`src/rtl/fifo_generator_pkg.sv`:
```
// fifo_generator_pkg
//    Shared defaults for the 6-bit-in / 3-bit-out packet-count FIFO.
//    DIN_W_DEF  : write word width
//    DOUT_W_DEF : read nibble width (DIN_W must be 2*DOUT_W)
//    DEPTH_DEF  : capacity in write words (power of two)
//    PTR_W_DEF  : nibble pointer width, $clog2(2*DEPTH)
package fifo_generator_pkg;

   localparam int unsigned DIN_W_DEF  = 6;
   localparam int unsigned DOUT_W_DEF = 3;
   localparam int unsigned DEPTH_DEF  = 16;

   function automatic int unsigned nib_ptr_w(input int unsigned depth);
      return $clog2(2 * depth);
   endfunction

   localparam int unsigned PTR_W_DEF = nib_ptr_w(DEPTH_DEF);

endpackage

```
`src/rtl/fifo_generator_ram.sv`:
```
// fifo_generator_ram
//    DOUT_W-wide, 2*DEPTH-deep simple dual-port RAM built from two banks.
//    The even bank holds the MSB nibble of each word and the odd bank the
//    LSB nibble, so one write stores a whole word at a shared word address.
//    Ports:
//       clk      : clock (rising edge)
//       rst      : synchronous active-high reset of the read register
//       we       : write enable
//       waddr    : word address (nibble address / 2)
//       wdata_hi : nibble for the even slot
//       wdata_lo : nibble for the odd slot
//       re       : read enable; rdata holds when low
//       raddr    : nibble address
//       rdata    : registered read data
module fifo_generator_ram
   import fifo_generator_pkg::*;
#(
   parameter int unsigned DOUT_W = DOUT_W_DEF,
   parameter int unsigned DEPTH  = DEPTH_DEF
) (
   input  logic                       clk,
   input  logic                       rst,
   input  logic                       we,
   input  logic [$clog2(DEPTH)-1:0]   waddr,
   input  logic [DOUT_W-1:0]          wdata_hi,
   input  logic [DOUT_W-1:0]          wdata_lo,
   input  logic                       re,
   input  logic [$clog2(DEPTH):0]     raddr,
   output logic [DOUT_W-1:0]          rdata
);

   localparam int unsigned AW = $clog2(DEPTH);

   logic [DOUT_W-1:0] mem_even_q [DEPTH];
   logic [DOUT_W-1:0] mem_odd_q  [DEPTH];
   logic [DOUT_W-1:0] rdata_q;
   logic [DOUT_W-1:0] rdata_d;

   // Storage has no reset; contents are only meaningful behind the pointers.
   always_ff @(posedge clk) begin
      if (we) begin
         mem_even_q[waddr] <= wdata_hi;
         mem_odd_q[waddr]  <= wdata_lo;
      end
   end

   always_comb begin
      rdata_d = rdata_q;
      if (re) begin
         rdata_d = raddr[0] ? mem_odd_q[raddr[AW:1]] : mem_even_q[raddr[AW:1]];
      end
   end

   always_ff @(posedge clk) begin
      if (rst) begin
         rdata_q <= '0;
      end else begin
         rdata_q <= rdata_d;
      end
   end

   assign rdata = rdata_q;

endmodule

```
`src/rtl/fifo_generator.sv`:
```
// fifo_generator
//    Synchronous FIFO: 6-bit words in, 3-bit nibbles out, MSB nibble first.
//    Standard (non-FWFT) read mode, one-cycle read latency, all outputs
//    registered.
//    Ports:
//       wr_clk : the single clock (rising edge)
//       rd_clk : compatibility only, tie to wr_clk; unused
//       rst    : synchronous active-high reset
//       wr_en  : write request, dropped while full
//       din    : write word
//       wr_ack : one-cycle pulse after an accepted write
//       rd_en  : read request, one nibble per cycle, ignored while empty
//       dout   : registered read nibble, holds when no read is accepted
//       full   : no room for another whole word
//       empty  : no nibble available
module fifo_generator
   import fifo_generator_pkg::*;
#(
   parameter int unsigned DIN_W  = DIN_W_DEF,
   parameter int unsigned DOUT_W = DOUT_W_DEF,
   parameter int unsigned DEPTH  = DEPTH_DEF
) (
   input  logic              wr_clk,
   input  logic              rd_clk,
   input  logic              rst,
   input  logic              wr_en,
   input  logic [DIN_W-1:0]  din,
   output logic              wr_ack,
   input  logic              rd_en,
   output logic [DOUT_W-1:0] dout,
   output logic              full,
   output logic              empty
);

   localparam int unsigned PTR_W = nib_ptr_w(DEPTH);
   localparam int unsigned WA_W  = PTR_W - 1;
   localparam int unsigned CNT_W = PTR_W + 1;
   localparam logic [CNT_W-1:0] FULL_THR = CNT_W'(2 * DEPTH - 2);

   logic unused_rd_clk;
   assign unused_rd_clk = rd_clk;

   // The write pointer always sits on an even nibble, so only its word part
   // is kept; nibble address = {wptr_q, 1'b0}.
   logic [WA_W-1:0]  wptr_q,   wptr_d;
   logic [PTR_W-1:0] rptr_q,   rptr_d;
   logic [CNT_W-1:0] count_q,  count_d;
   logic             wr_ack_q, wr_ack_d;
   logic             empty_q,  empty_d;
   logic             full_q,   full_d;
   logic             wr_acc;
   logic             rd_acc;

   always_comb begin
      wr_acc   = wr_en && !full_q && !rst;
      rd_acc   = rd_en && !empty_q && !rst;
      wptr_d   = wptr_q + (wr_acc ? WA_W'(1) : WA_W'(0));
      rptr_d   = rptr_q + (rd_acc ? PTR_W'(1) : PTR_W'(0));
      count_d  = count_q + (wr_acc ? CNT_W'(2) : CNT_W'(0))
                         - (rd_acc ? CNT_W'(1) : CNT_W'(0));
      // Flags are computed from the post-edge occupancy so they are correct
      // in the same cycle the pointers move.
      empty_d  = (count_d == '0);
      full_d   = (count_d > FULL_THR);
      wr_ack_d = wr_acc;
   end

   always_ff @(posedge wr_clk) begin
      if (rst) begin
         wptr_q   <= '0;
         rptr_q   <= '0;
         count_q  <= '0;
         wr_ack_q <= 1'b0;
         empty_q  <= 1'b1;
         full_q   <= 1'b0;
      end else begin
         wptr_q   <= wptr_d;
         rptr_q   <= rptr_d;
         count_q  <= count_d;
         wr_ack_q <= wr_ack_d;
         empty_q  <= empty_d;
         full_q   <= full_d;
      end
   end

   fifo_generator_ram #(
      .DOUT_W (DOUT_W),
      .DEPTH  (DEPTH)
   ) u_ram (
      .clk      (wr_clk),
      .rst      (rst),
      .we       (wr_acc),
      .waddr    (wptr_q),
      .wdata_hi (din[DIN_W-1:DOUT_W]),
      .wdata_lo (din[DOUT_W-1:0]),
      .re       (rd_acc),
      .raddr    (rptr_q),
      .rdata    (dout)
   );

   assign wr_ack = wr_ack_q;
   assign empty  = empty_q;
   assign full   = full_q;

endmodule

```
`config.mk`:
```
export PLATFORM = sky130hd
export DESIGN_NAME = fifo_generator
export DESIGN_NICKNAME = d
export VERILOG_FILES = /design/src/rtl/fifo_generator_pkg.sv /design/src/rtl/fifo_generator_ram.sv /design/src/rtl/fifo_generator.sv
export SDC_FILE = /design/constraint.sdc
export NUM_CORES = 1
export LEC_CHECK = 0
export CAP_MARGIN = 20
export CORE_UTILIZATION = 35
export CTS_CLUSTER_DIAMETER = 50
export DETAILED_ROUTE_END_ITERATION = 8
export GPL_ROUTABILITY_DRIVEN = 0
export HOLD_SLACK_MARGIN = 0.12
export PLACE_DENSITY = 0.58
export SLEW_MARGIN = 20
export SYNTH_ARGS = -nofsm -noshare
export SYNTH_HDL_FRONTEND = slang
export SYNTH_SLANG_ARGS = --single-unit
export TNS_END_PERCENT = 10
```
`constraint.sdc`:
```
create_clock -name wr_clk -period 5.9 [get_ports wr_clk]
set_input_delay 1.18 -clock wr_clk [delete_from_list [all_inputs] [get_ports wr_clk]]
set_output_delay 1.18 -clock wr_clk [all_outputs]
set_load 0.01 [all_outputs]
```
==> flow_summary_export.csv <==
group,metric,value,unit
status,outcome,"complete, no violations",
floorplanning,initial_utilization,0.360,
sta,fin_setup_tns,0,ns
power,p_total,2310,uW
worst_setup_path,critPathArrivalTime,4.10,ns
sta,slew_headroom,0.355,
worst_setup_path,endpoint_kind,"flip-flop",
power,p_leak,0.00183,uW
sta,finalHoldViolations,0,
detailed_routing,detail-route-antenna-nets,0,
finish,finish.instance_area,5660,um2
worst_setup_path,crit_type,"primary input to flip-flop",
place,port_buffers,15,
worst_hold_path,hold_path_end,"u_ram.rdata[1]",
finish,area_growth,18.2,%
cts,h-tree-depth,4,
place,place_inst,495,
synthesis,syn-num-nets,339,
sta,rsz0062_at_grt,"false",
finish,finalNetCount,360,
synthesis,ys.warnings.count,0,
finish,fin_cells,525,
floorplanning,rows,42,
detailed_routing,via_per_inst,4.89,
finish,layout_common_cells,"96 x edfxtp_1, 48 x mux2i_1, 28 x nor2_1",
finish,final_common_cell,"edfxtp_1",
cts,cts_resized,0,
cts,cts_setup_buffers,0,
place,placed_area,5040,um2
place,dp_hpwl,5.77,mm
synthesis,synth_edf_count,96,
worst_setup_path,rr_startpoint,"rptr_q[1]",
floorplanning,dieArea,14100,um2
finish,antenna_cells,0,
synthesis,syn_inst,317,
finish,drive_gt1_frac,0.0888,
worst_hold_path,min_from,"u_ram.rdata[1]",
worst_setup_path,cp.required,6.23,ns
floorplanning,ios,17,
grt,grt_use_total,0.139,
synthesis,netlist_area,4790,um2
synthesis,yosys-top-cells-area,"edfxtp_1 60%, mux2i_1 10%, dfxtp_1 8.8%, a22oi_1 3.8%, ha_1 2.6%",
cts,cts-buffers-inserted,17,
grt,grt_max_degree,29,
synthesis,synthDominantAreaCellType,"edfxtp_1",
detailed_routing,drt-total-wl,9.01,mm
synthesis,synth-main-ff-cell,"edfxtp_1",
worst_setup_path,worstPathMaxFanout,22,
detailed_routing,dr.pass1.iters,4,
cts,cts_buffer_depth,2,
cts,cts_tree,"yes",
sta,min_period,3.78,ns
synthesis,async_flop_share,0,
cts,clock_sinks,117,
worst_setup_path,startpoint_type,"primary input",
grt,grt_pass1_wl,14.2,mm
synthesis,synth_seq_cells,117,
sta,finalSetupViolations,0,
sta,max_freq,265,MHz
synthesis,ys_types,34,
synthesis,yosysSeqAreaShare,0.690,
worst_setup_path,r2r_end,"u_ram.rdata[1]",
worst_setup_path,r2r_setup_slack,3.04,ns
power,ir_drop,0.301,mV
sta,slew_viol_final,0,
grt,grt_pass1_vias,2641,
cts,cts-root-buf,"clkbuf_16",
grt,grt-ovfl-total,0,
detailed_routing,vias,2566,
floorplanning,die_h,119,um
detailed_routing,post_drt_wl_per_cell,17.2,um
power,power_density,408,nW/um2
detailed_routing,drc_errors,0,
sta,finClkSkew,0.00641,ns
floorplanning,die_x,119,um
sta,post-route-period-util,0.640,
detailed_routing,drtIter0Drc,205,
synthesis,synth_top_area_share,0.602,
job,maxCapViolCount,0,
worst_hold_path,min_path_type,"flip-flop to flip-flop",
sta,hold_ws,0.520,ns
cts,ctsHoldBuffers,0,
cts,clk_latency,0.41,ns
synthesis,avgSynthCellArea,15.1,um2
floorplanning,core,13300,um2
worst_hold_path,whs_path_depth,2,
sta,tightest_slew,0.966,ns
worst_setup_path,rr_worst_depth,6,
grt,antenna_found_initial,1,
cts,cts.clk_slew.worst_paths,0.05,ns
-- power by group --
group | internal [uW] | switching [uW] | total (uW)
Clock | 741 | 341 | 1080
Sequential | 932 | 22.1 | 955
Combinational | 127 | 144 | 272
Total | 1800 | 507 | 2310
-- through the flow --
| step | util | setup slack [ns] |
|---|---|---|
| floorplan | - | 2.65 |
| global placement | 0.379 | 1.64 |
| detailed placement | 0.379 | 1.64 |
| CTS | 0.426 | 2.08 |
| global route | 0.426 | 1.85 |
| finish | 0.426 | 2.12 |
-- synthesized netlist by cell type, drive strengths merged, types with 3 or more instances --
| master | number |
|---|---|
| a211oi | 3 |
| a21oi | 14 |
| a22oi | 24 |
| buf | 11 |
| clkbuf | 3 |
| dfxtp | 21 |
| edfxtp | 96 |
| ha | 10 |
| inv | 10 |
| mux2i | 48 |
| nand2 | 5 |
| nand2b | 4 |
| nand3 | 3 |
| nor2 | 28 |
| nor2b | 10 |
| nor3 | 5 |
| or4 | 3 |
| xnor2 | 4 |
| xor2 | 5 |
-- cells by family (layout without fill, tap and decap cells) --
| logic type | count (synthesis) | after routing | synth area share |
|---|---|---|---|
| mux | 48 | 48 | 0.100 |
| buf+inv | 24 | 56 | 0.0342 |
| simple gates | 63 | 63 | 0.0643 |
| flops | 117 | 117 | 0.690 |
| fa+ha+maj | 11 | 11 | 0.0303 |
| xor+xnor | 9 | 9 | 0.0165 |
| compound gates | 45 | 45 | 0.0643 |
-- worst max path at each step --
stage                     startpoint    end  slack (ns)  cells after the start
final                            rst  empty        2.12                     12
after global routing             rst  empty        1.85                     12
after CTS                        rst  empty        2.08                     12
after detailed placement         rst  empty        1.64                     12
after global placement           rst  empty        1.64                     12
after floorplan                rd_en  empty        2.65                     11
-- registers in the layout (all words and copies together) (netlist names) --
name / count
u_ram.mem_even_q: 48
u_ram.mem_odd_q: 48
count_q: 6
rptr_q: 5
wptr_q: 4
u_ram.rdata: 3
empty: 1
full: 1
wr_ack: 1
-- routing by layer --
layer,routed length (um),track usage
met5,0,0
met4,121,0.0593
met2,4090,0.205
met3,541,0.0565
met1,4270,0.180
-- worst max-delay path: stages --
cell	delay, ns
clkdlybuf4s50_1	0.80
nor2_1	0.22
nand2_1	0.16
ha_1	0.31
inv_1	0.04
ha_1	0.21
fa_1	0.40
a21o_1	0.19
a21oi_1	0.17
xnor2_1	0.16
nor2_1	0.08
nor3_1	0.19
-- cell type report --
class	instances	area, um2
flip-flops and latches	117	3300
multi-input cells	176	1320
well taps	176	220
fillers	1189	7640
clock inverters	10	181
clock buffers	20	437
repair buffers	16	158
inverters	10	37.5
No activity file was read; power rests on OpenSTA's default activity.
